--- src/rtl/btn_conditioner.sv ---
// btn_conditioner
// Conditions raw push-button / switch pins for user logic. Each channel is
// synchronised into the CLK100MHZ domain and debounced to a stable level.
// It produces one-cycle press and release pulses and, optionally, an
// auto-repeat pulse train while the input is held. All channels are
// independent. No channel has priority over another.

module btn_conditioner #(
  parameter int NUM_IN          = 5,
  parameter int SYNC_STAGES     = 2,
  parameter int DEBOUNCE_CYCLES = 1000000,
  parameter int REPEAT_EN       = 1,
  parameter int REPEAT_DELAY    = 50000000,
  parameter int REPEAT_PERIOD   = 10000000
) (
  input  logic              CLK100MHZ,
  input  logic              rst,
  input  logic [NUM_IN-1:0] btn_in,
  output logic [NUM_IN-1:0] btn_level,
  output logic [NUM_IN-1:0] btn_press,
  output logic [NUM_IN-1:0] btn_release,
  output logic [NUM_IN-1:0] btn_repeat,
  output logic              any_press
);

  // Debounce counter only has to reach DEBOUNCE_CYCLES-1.
  localparam int DB_W = $clog2(DEBOUNCE_CYCLES + 1);
  localparam logic [DB_W-1:0] DB_LAST = DB_W'(DEBOUNCE_CYCLES - 1);

  // One repeat timer per channel serves both the initial delay and the period.
  localparam int RPT_MAX = (REPEAT_DELAY > REPEAT_PERIOD) ? REPEAT_DELAY : REPEAT_PERIOD;
  localparam int TMR_W   = $clog2(RPT_MAX + 1);
  localparam logic [TMR_W-1:0] DLY_LAST = TMR_W'(REPEAT_DELAY - 1);
  localparam logic [TMR_W-1:0] PER_LAST = TMR_W'(REPEAT_PERIOD - 1);

  // Auto-repeat FSM states.
  localparam logic [1:0] ST_IDLE   = 2'd0;
  localparam logic [1:0] ST_DELAY  = 2'd1;
  localparam logic [1:0] ST_REPEAT = 2'd2;

  // ---------------------------------------------------------------------------
  // Synchroniser: SYNC_STAGES flops per channel, shared shift structure.
  // ---------------------------------------------------------------------------
  logic [NUM_IN-1:0] r_sync [SYNC_STAGES];
  logic [NUM_IN-1:0] w_synced;

  // Shift the raw pins through the synchroniser chain.
  always_ff @(posedge CLK100MHZ) begin
    if (rst) begin
      // NOTE: the synchroniser chain is cleared on reset even though it is a
      // plain shift structure. A held button must look released right after
      // reset, so it is re-debounced and yields a fresh press.
      for (int s = 0; s < SYNC_STAGES; s++) begin
        r_sync[s] <= '0;
      end
    end else begin
      // NOTE: non-blocking assignments let every stage sample the previous
      // stage's old value. With blocking assignments the chain would collapse
      // into a single flop.
      r_sync[0] <= btn_in;
      for (int s = 1; s < SYNC_STAGES; s++) begin
        r_sync[s] <= r_sync[s-1];
      end
    end
  end

  assign w_synced  = r_sync[SYNC_STAGES-1];
  assign any_press = |btn_press;

  // ---------------------------------------------------------------------------
  // Per-channel debounce, edge pulses and auto-repeat.
  // ---------------------------------------------------------------------------
  for (genvar g = 0; g < NUM_IN; g++) begin : g_chan
    logic [DB_W-1:0] r_db_cnt;
    logic            r_level;
    logic            r_press;
    logic            r_release;
    logic            w_differ;
    logic            w_toggle;
    logic            w_rise;
    logic            w_fall;

    // The level flips only after DEBOUNCE_CYCLES consecutive disagreeing
    // samples. w_rise / w_fall mark the edge on which that flip happens.
    assign w_differ = w_synced[g] ^ r_level;
    assign w_toggle = w_differ && (r_db_cnt == DB_LAST);
    assign w_rise   = w_toggle && !r_level;
    assign w_fall   = w_toggle &&  r_level;

    // Debounce counter, stable level and registered press/release pulses.
    always_ff @(posedge CLK100MHZ) begin
      if (rst) begin
        r_db_cnt  <= '0;
        r_level   <= 1'b0;
        r_press   <= 1'b0;
        r_release <= 1'b0;
      end else begin
        r_press   <= w_rise;
        r_release <= w_fall;
        if (w_toggle) begin
          r_level  <= ~r_level;
          r_db_cnt <= '0;
        end else if (w_differ) begin
          r_db_cnt <= r_db_cnt + 1'b1;
        end else begin
          r_db_cnt <= '0;
        end
      end
    end

    assign btn_level[g]   = r_level;
    assign btn_press[g]   = r_press;
    assign btn_release[g] = r_release;

    if (REPEAT_EN != 0) begin : g_rpt
      logic [1:0]       r_state;
      logic [TMR_W-1:0] r_tmr;
      logic             r_rpt;
      logic [1:0]       w_state_nxt;
      logic [TMR_W-1:0] w_tmr_nxt;
      logic             w_rpt_nxt;

      // Next-state logic. A release always wins over a due repeat pulse.
      always_comb begin
        // NOTE: every output of this block gets a default first. Otherwise a
        // path that leaves one unassigned would infer a latch.
        w_state_nxt = r_state;
        w_tmr_nxt   = r_tmr;
        w_rpt_nxt   = 1'b0;
        if (w_fall) begin
          w_state_nxt = ST_IDLE;
          w_tmr_nxt   = '0;
        end else begin
          case (r_state)
            ST_IDLE: begin
              if (w_rise) begin
                w_state_nxt = ST_DELAY;
                w_tmr_nxt   = '0;
              end
            end
            ST_DELAY: begin
              if (r_tmr == DLY_LAST) begin
                w_rpt_nxt   = 1'b1;
                w_tmr_nxt   = '0;
                w_state_nxt = ST_REPEAT;
              end else if (r_level) begin
                w_tmr_nxt = r_tmr + 1'b1;
              end
            end
            ST_REPEAT: begin
              if (r_tmr == PER_LAST) begin
                w_rpt_nxt = 1'b1;
                w_tmr_nxt = '0;
              end else begin
                w_tmr_nxt = r_tmr + 1'b1;
              end
            end
            default: begin
              w_state_nxt = ST_IDLE;
              w_tmr_nxt   = '0;
            end
          endcase
        end
      end

      // Register FSM state, timer and the repeat pulse.
      always_ff @(posedge CLK100MHZ) begin
        if (rst) begin
          r_state <= ST_IDLE;
          r_tmr   <= '0;
          r_rpt   <= 1'b0;
        end else begin
          r_state <= w_state_nxt;
          r_tmr   <= w_tmr_nxt;
          r_rpt   <= w_rpt_nxt;
        end
      end

      assign btn_repeat[g] = r_rpt;
    end else begin : g_no_rpt
      assign btn_repeat[g] = 1'b0;
    end
  end

endmodule

--- config.mk ---
export PLATFORM = sky130hd
export DESIGN_NAME = btn_conditioner
export DESIGN_NICKNAME = d
export VERILOG_FILES = /design/src/rtl/btn_conditioner.sv
export SDC_FILE = /design/constraint.sdc
export NUM_CORES = 1
export LEC_CHECK = 0
export BUFFER_PORTS_ARGS = -buffer_cell sky130_fd_sc_hd__buf_2
export CAP_MARGIN = 20
export CORE_MARGIN = 4
export CORE_UTILIZATION = 55
export CTS_CLUSTER_DIAMETER = 120
export CTS_CLUSTER_SIZE = 30
export DETAILED_ROUTE_END_ITERATION = 7
export GPL_TIMING_DRIVEN = 0
export PLACE_DENSITY = 0.71
export SYNTH_ARGS = -nofsm -noshare
export SYNTH_HDL_FRONTEND = slang
export SYNTH_SLANG_ARGS = --single-unit
--- constraint.sdc ---
create_clock -name CLK100MHZ -period 4.15 [get_ports CLK100MHZ]
set_clock_uncertainty 0.1 [all_clocks]
set_input_delay 0.83 -clock CLK100MHZ [delete_from_list [all_inputs] [get_ports CLK100MHZ]]
set_output_delay 0.83 -clock CLK100MHZ [all_outputs]
set_load 0.02 [all_outputs]
==> results of run 1 <==
## power breakdown
part           switching [µW]  internal (µW)
Clock                     800            568
Combinational            73.2           25.9
Sequential               4.69           2600
## cells by family after synthesis
| family | count (synthesis) | synth area share, % |
|---|---|---|
| AOI/OAI and AO/OA | 201 | 9.67 |
| xor gates and xnor gates | 146 | 9.41 |
| adders and majority gates | 25 | 2.30 |
| buffers and inverters | 131 | 4.33 |
| DFF | 270 | 39.8 |
| muxes | 4 | 0.295 |
| and+or+nand+nor | 888 | 34.2 |
## worst paths after layout
kind / to
min: r_sync[0][7]
min reg2reg: r_sync[0][7]
max: g_chan[4].g_rpt.r_tmr[23]
max reg2reg: g_chan[4].g_rpt.r_tmr[23]
## area by class of cell
cell class	instances	area (µm²)
plain buffers	89	430
flip-flops and latches	270	5410
multi-input cells	1264	7600
well taps	324	405
inverters	42	158
repair buffers	28	140
fillers	2253	9850
diodes	1	2.50
clock buffers	13	325
## state kept, by name, indices dropped and copies added (netlist names)
| name | count |
|---|---|
| g_chan.r_press | 5 |
| r_sync | 10 |
| g_chan.r_db_cnt | 100 |
| g_chan.r_release | 5 |
| g_chan.g_rpt.r_tmr | 130 |
| g_chan.g_rpt.r_state | 10 |
| g_chan.g_rpt.r_rpt | 5 |
| g_chan.r_level | 5 |
## Yosys cell counts, drive strengths merged, types with 5 or more instances
cell / count / share of area [%]
a21oi: 53 / 2.0
or4: 13 / 0.77
nor4: 22 / 1.1
nor3: 68 / 2.5
and3: 48 / 2.2
nor2b: 27 / 1.2
a2bb2oi: 5 / 0.32
nand4: 77 / 3.5
clkbuf: 54 / 1.5
buf: 35 / 1.7
a22o: 5 / 0.32
dfxtp: 270 / 40
nand2: 126 / 3.5
or4b: 6 / 0.44
xor2: 81 / 5.2
xnor2: 65 / 4.2
o22ai: 7 / 0.32
inv: 41 / 1.1
nor3b: 6 / 0.33
nand3: 143 / 5.3
ha: 25 / 2.3
or3: 21 / 0.97
o31ai: 5 / 0.28
and4: 23 / 1.5
o41ai: 5 / 0.52
nor2: 234 / 6.5
o21ai: 41 / 1.5
o21a: 9 / 0.50
and2: 12 / 0.55
a22oi: 11 / 0.61
a31oi: 24 / 1.1
a21o: 9 / 0.50
nand2b: 9 / 0.41
nand4b: 10 / 0.64
nor4b: 21 / 1.4
nor4bb: 5 / 0.37
a21boi: 6 / 0.33
## stage by stage
stage               hold slack (ns)  instances  util [%]  power (µW)
global route                  0.367       2030      59.5        4210
finish                        0.344       2031      59.5        4070
floorplan                     0.314       1665         -        2730
global placement              0.318       2016      58.1        2760
CTS                           0.347       2029      59.5        4120
detailed placement            0.324       2016      58.1        2760
## worst register-to-register path, stage by stage (launching register included)
cell,delay (ns)
dfxtp_1,0.39
or4_1,0.57
nor4_1,0.60
a211oi_1,0.18
or2_1,0.24
clkbuf_1,0.22
o21bai_1,0.33
clkbuf_1,0.41
nor2_1,0.10
## cell usage in the layout (no fill, tap or decap), types with 25 or more instances in the layout
| master | instances |
|---|---|
| o21ai_0 | 35 |
| xor2_1 | 81 |
| nand2_1 | 125 |
| nor2_1 | 234 |
| nor3_1 | 68 |
| buf_2 | 41 |
| nand3_1 | 143 |
| dfxtp_1 | 270 |
| a21oi_1 | 53 |
| inv_1 | 41 |
| nand4_1 | 77 |
| ha_1 | 25 |
| xnor2_1 | 65 |
| and3_1 | 48 |
| nor2b_1 | 27 |
| clkbuf_1 | 54 |
## metal layers
layer  global-route usage, %  wire, µm  vias to the layer above
met5                       0         0                        -
met2                    37.2     13700                      232
met3                    2.18      1080                       52
met1                    30.0     14200                     5567
met4                    6.84       826                        0
li1                        -         -                     5981
==> impl_results.md, run 1 <==
* Run status: finished, final reports clean
* GP Congestion at 0.870
* Critical path, cell by cell: or4_1 > nor4_1 > a211oi_1 > or2_1 > clkbuf_1 > o21bai_1 > clkbuf_1 > nor2_1
* Tot GR Track Use at 22.1%
* Worst-margin pin slew at 1.18 ns
* Endpoints failing setup at 0
* Clk root buf: clkbuf_16
* Fin crit period at 3.27 ns
* DRT antenna net count at 0
* # nets final at 1,739
* Mapped cell area at 0.0136 mm²
* Initial detailed-routing violation count at 773
* Startpoint Class: register
* FFs w/ async S/R, synth at 0%
* Die Area at 0.0273 mm²
* RSZ-0062 raised after global routing: false
* Design area at 0.0145 mm²
* Die Height at 165 µm
* Number of cells on the critical path at 8
* Hold_buf cts at 0
* CTS tree: built
* Fmax at 306 MHz
* Period utilization at 78.7%
* Dpl cell area at 0.0141 mm²
* Clock Latency Late Sink at 0.50 ns
* Vias in the first global route at 11,212
* #FFs+latches synth at 270
* Max-cap violations at 0
* DR vias at 11,832
* Critical Path Start: g_chan[4].g_rpt.r_tmr[8]
* Worst r2r src: g_chan[4].g_rpt.r_tmr[8]
* Number of port buffers at 27
* Place WS at 0.982 ns
* Top_reg_cell synth: dfxtp_1
* Crit path buffers/inverters at 2
* Slew Limit Fails at 0
* Post-synthesis sequential area ratio at 39.8%
* Total grt overflow at 0
* Synth-to-layout area growth at 6.42%
* Num ports at 28
* CTS max path bufs at 3
* Worst setup margin at 0.884 ns
* Final HPWL DP at 21.7 mm
* Leak Pwr at 0.00474 µW
* PD cells at 281 mW/mm²
* Worst-path clk slew at 0.12 ns
* Critical Path Most Common Cell: clkbuf_1
* DRC Markers at 0
* Endpoint class of the critical path: register
* Wire per inst at 14.7 µm
* CP max FO at 10
* Vias per cell at 5.83
* Post-synth EDFFs at 0
* TNS Setup at 0 ns
* CTS Buf Count at 12
* Crit path largest cell delay at 0.60 ns
* Core area at 0.0243 mm²
* Post-cts resize count at 0
* Final WL at 29.9 mm
* Final Hold Fails at 0
* CP Data Required Time at 4.43 ns
* Syn Inst Count at 1,665
* Drt first pass iters at 5
* Initial Util at 55.9%
* Post-CTS setup repair buffer count at 0
* Kind of critical path: register to register
* Hold Crit Class: register to register
* CP max-delay cell: nor4_1
* Syn Area/Cell at 8.17 µm²
* Hold Startpoint: r_sync[0][2]
* Ys Warns at 0
* FF-to-FF setup slack at 0.88 ns
* Peak supply drop at 241 µV
* # H-tree levels at 1
* Row count at 57
* Critical Path AT at 3.54 ns
* Clk sink count at 270
* Synthesized Nets at 1,697
* Slew HR at 20.6%
* Synth cell types at 70
* Share of layout cells above drive strength 1 at 5.33%
* Cell family with most CP delay: simple AND/OR/NAND/NOR gates
* DIE WIDTH at 165 µm
* Largest net degree at the start of global routing at 31
* Hold path depth at 1
* R2R depth at 8
* Initial antenna violation count at 0
* First-pass GRT wire length at 51.8 mm
Note: power is estimated with default switching activity, not from simulation.
==> run 2, diff against run 1 <==
clock period = 3.3 ns   (was 4.15 ns; I/O delays follow)
==> run 2 against run 1 <==
  * Worst hold slack lost 0.078 ns
  * Utilization increased by 0.062 points
  * Global-route usage did not move
  * Combinational power rose by 26%
  * Design area grew 0.10%
  * Register-to-register slack worse by 0.63 ns
  * Total power up 26%
  * Flip-flop and latch count unchanged
  * Critical path depth rose by 2
  * Largest cell class unchanged
  * Highest routed layer unchanged
==> impl_results.md, run 2 (same netlist as run 1, synthesis figures left out) <==
* Vias per cell at 5.83
* Endpoint class of the critical path: register
* Peak supply drop at 302 µV
* Slew Limit Fails at 0
* Final WL at 29.9 mm
* Register area at 0.00541 mm²
* Worst-path clk slew at 0.12 ns
* # H-tree levels at 1
* Hold_buf cts at 0
* CTS max path bufs at 3
* # nets final at 1,739
* Fmax at 329 MHz
* Row count at 57
* Vias in the first global route at 11,212
* Num ports at 28
* Final HPWL DP at 21.7 mm
* Core area at 0.0243 mm²
* Clock Latency Late Sink at 0.50 ns
* Wire per inst at 14.7 µm
* RSZ-0062 raised after global routing: true
* Reg with most FFs: g_chan.g_rpt.r_tmr
* Initial antenna violation count at 0
* Most common cell after layout, fill and taps aside: dfxtp_1
* Final Hold Fails at 0
* Die Height at 165 µm
* CP max FO at 10
* Largest net degree at the start of global routing at 31
* Critical Path AT at 3.32 ns
* Placed Instances at 2,016
* First-pass GRT wire length at 51.8 mm
* Design area at 0.0145 mm²
* Worst-margin pin slew at 1.18 ns
* Post-cts resize count at 0
* DR vias at 11,842
* Number of port buffers at 27
* # fillers at 2,246
* Share of layout cells above drive strength 1 at 5.39%
* Multi-input gate area at 0.00762 mm²
* Layout Cells excl Fill at 2,030
* Tot GR Track Use at 22.1%
* Max reg flops at 130
* Dpl cell area at 0.0141 mm²
* Fin crit period at 3.04 ns
* Drt first pass iters at 7
* Leak Pwr at 0.00477 µW
* Initial Util at 55.9%
* Commonest non-fill, non-tap cells in the layout: 270 x dfxtp_1, 234 x nor2_1, 143 x nand3_1
* Slew HR at 20.6%
* PD cells at 353 mW/mm²
* CTS tree: built
* Kind of critical path: register to register
* Die Area at 0.0273 mm²
* Synth-to-layout area growth at 6.53%
* ANT cells at 0
* Post-CTS setup repair buffer count at 0
* Period utilization at 92.2%
* Run status: finished, final reports clean
* Initial detailed-routing violation count at 716
* Hold Crit Class: input port to register
* Core Util, Final at 59.6%
* CTS Buf Count at 12
* Max-cap violations at 0
* DRT antenna net count at 0
* DRC Markers at 0
* Startpoint Class: register
* Total grt overflow at 0
* GP Congestion at 0.870
* Clk root buf: clkbuf_16
* Design Power at 5120 µW
* CP Data Required Time at 3.58 ns
* Fin Hold WS at 0.266 ns
* Clk sink count at 270
* Endpoints failing setup at 0
* Top flop regs: g_chan.g_rpt.r_tmr x130, g_chan.r_db_cnt x100
* DIE WIDTH at 165 µm
==> run 2: changes by cell type in the layout (fill, tap and decap cells not counted), sizes merged <==
cell   before  now
diode       1    0
==> run 2: power by group <==
group	leakage (µW)	internal, µW	switching (µW)	total [µW]
Clock	0.000160	714	1000	1720
Sequential	0.00218	3270	5.91	3270
Combinational	0.00243	32.6	92.2	125
Total	0.00477	4010	1100	5120
==> run 2: stage by stage <==
| stage | worst slack [ns] | TNS (ns) |
|---|---|---|
| CTS | 0.0974 | 0 |
| detailed placement | 0.132 | 0 |
| global route | -0.00343 | -0.00343 |
| global placement | 0.165 | 0 |
| floorplan | 0.745 | 0 |
| finish | 0.258 | 0 |
==> run 2: critical path, stage by stage (launching register included) <==
cell and delay, ns:
dfxtp_1 0.40, ha_1 0.23, nand2_1 0.06, or2_2 0.26
clkbuf_1 0.21, o31a_1 0.38, or2_1 0.23, clkbuf_1 0.22
o21bai_1 0.33, clkbuf_1 0.41, nor2_1 0.10
==> run 2: cell type report <==
cell class	count	area share (%)
sequential	270	37.3
buffer	89	2.97
tap	324	2.80
timing repair buffer	28	0.968
clock buffer	13	2.25
multi-input combinational	1264	52.6
inverter	42	1.09
==> run 2: path summary, 6_finish.rpt <==
kind,cells past startpoint,startpoint,endpoint,slack [ns]
max,10,g_chan[4].r_db_cnt[0],g_chan[4].g_rpt.r_tmr[23],0.26
min,2,btn_in[3],r_sync[0][3],0.27
max reg2reg,10,g_chan[4].r_db_cnt[0],g_chan[4].g_rpt.r_tmr[23],0.26
min reg2reg,1,r_sync[0][2],r_sync[0][7],0.34
==> run 2: metal layers <==
layer | vias up | track usage [%] | share of wire, %
li1 | 5976 | - | -
met4 | 0 | 6.84 | 2.8
met3 | 54 | 2.18 | 3.8
met5 | - | 0 | 0
met2 | 231 | 37.2 | 46
met1 | 5581 | 30.0 | 47
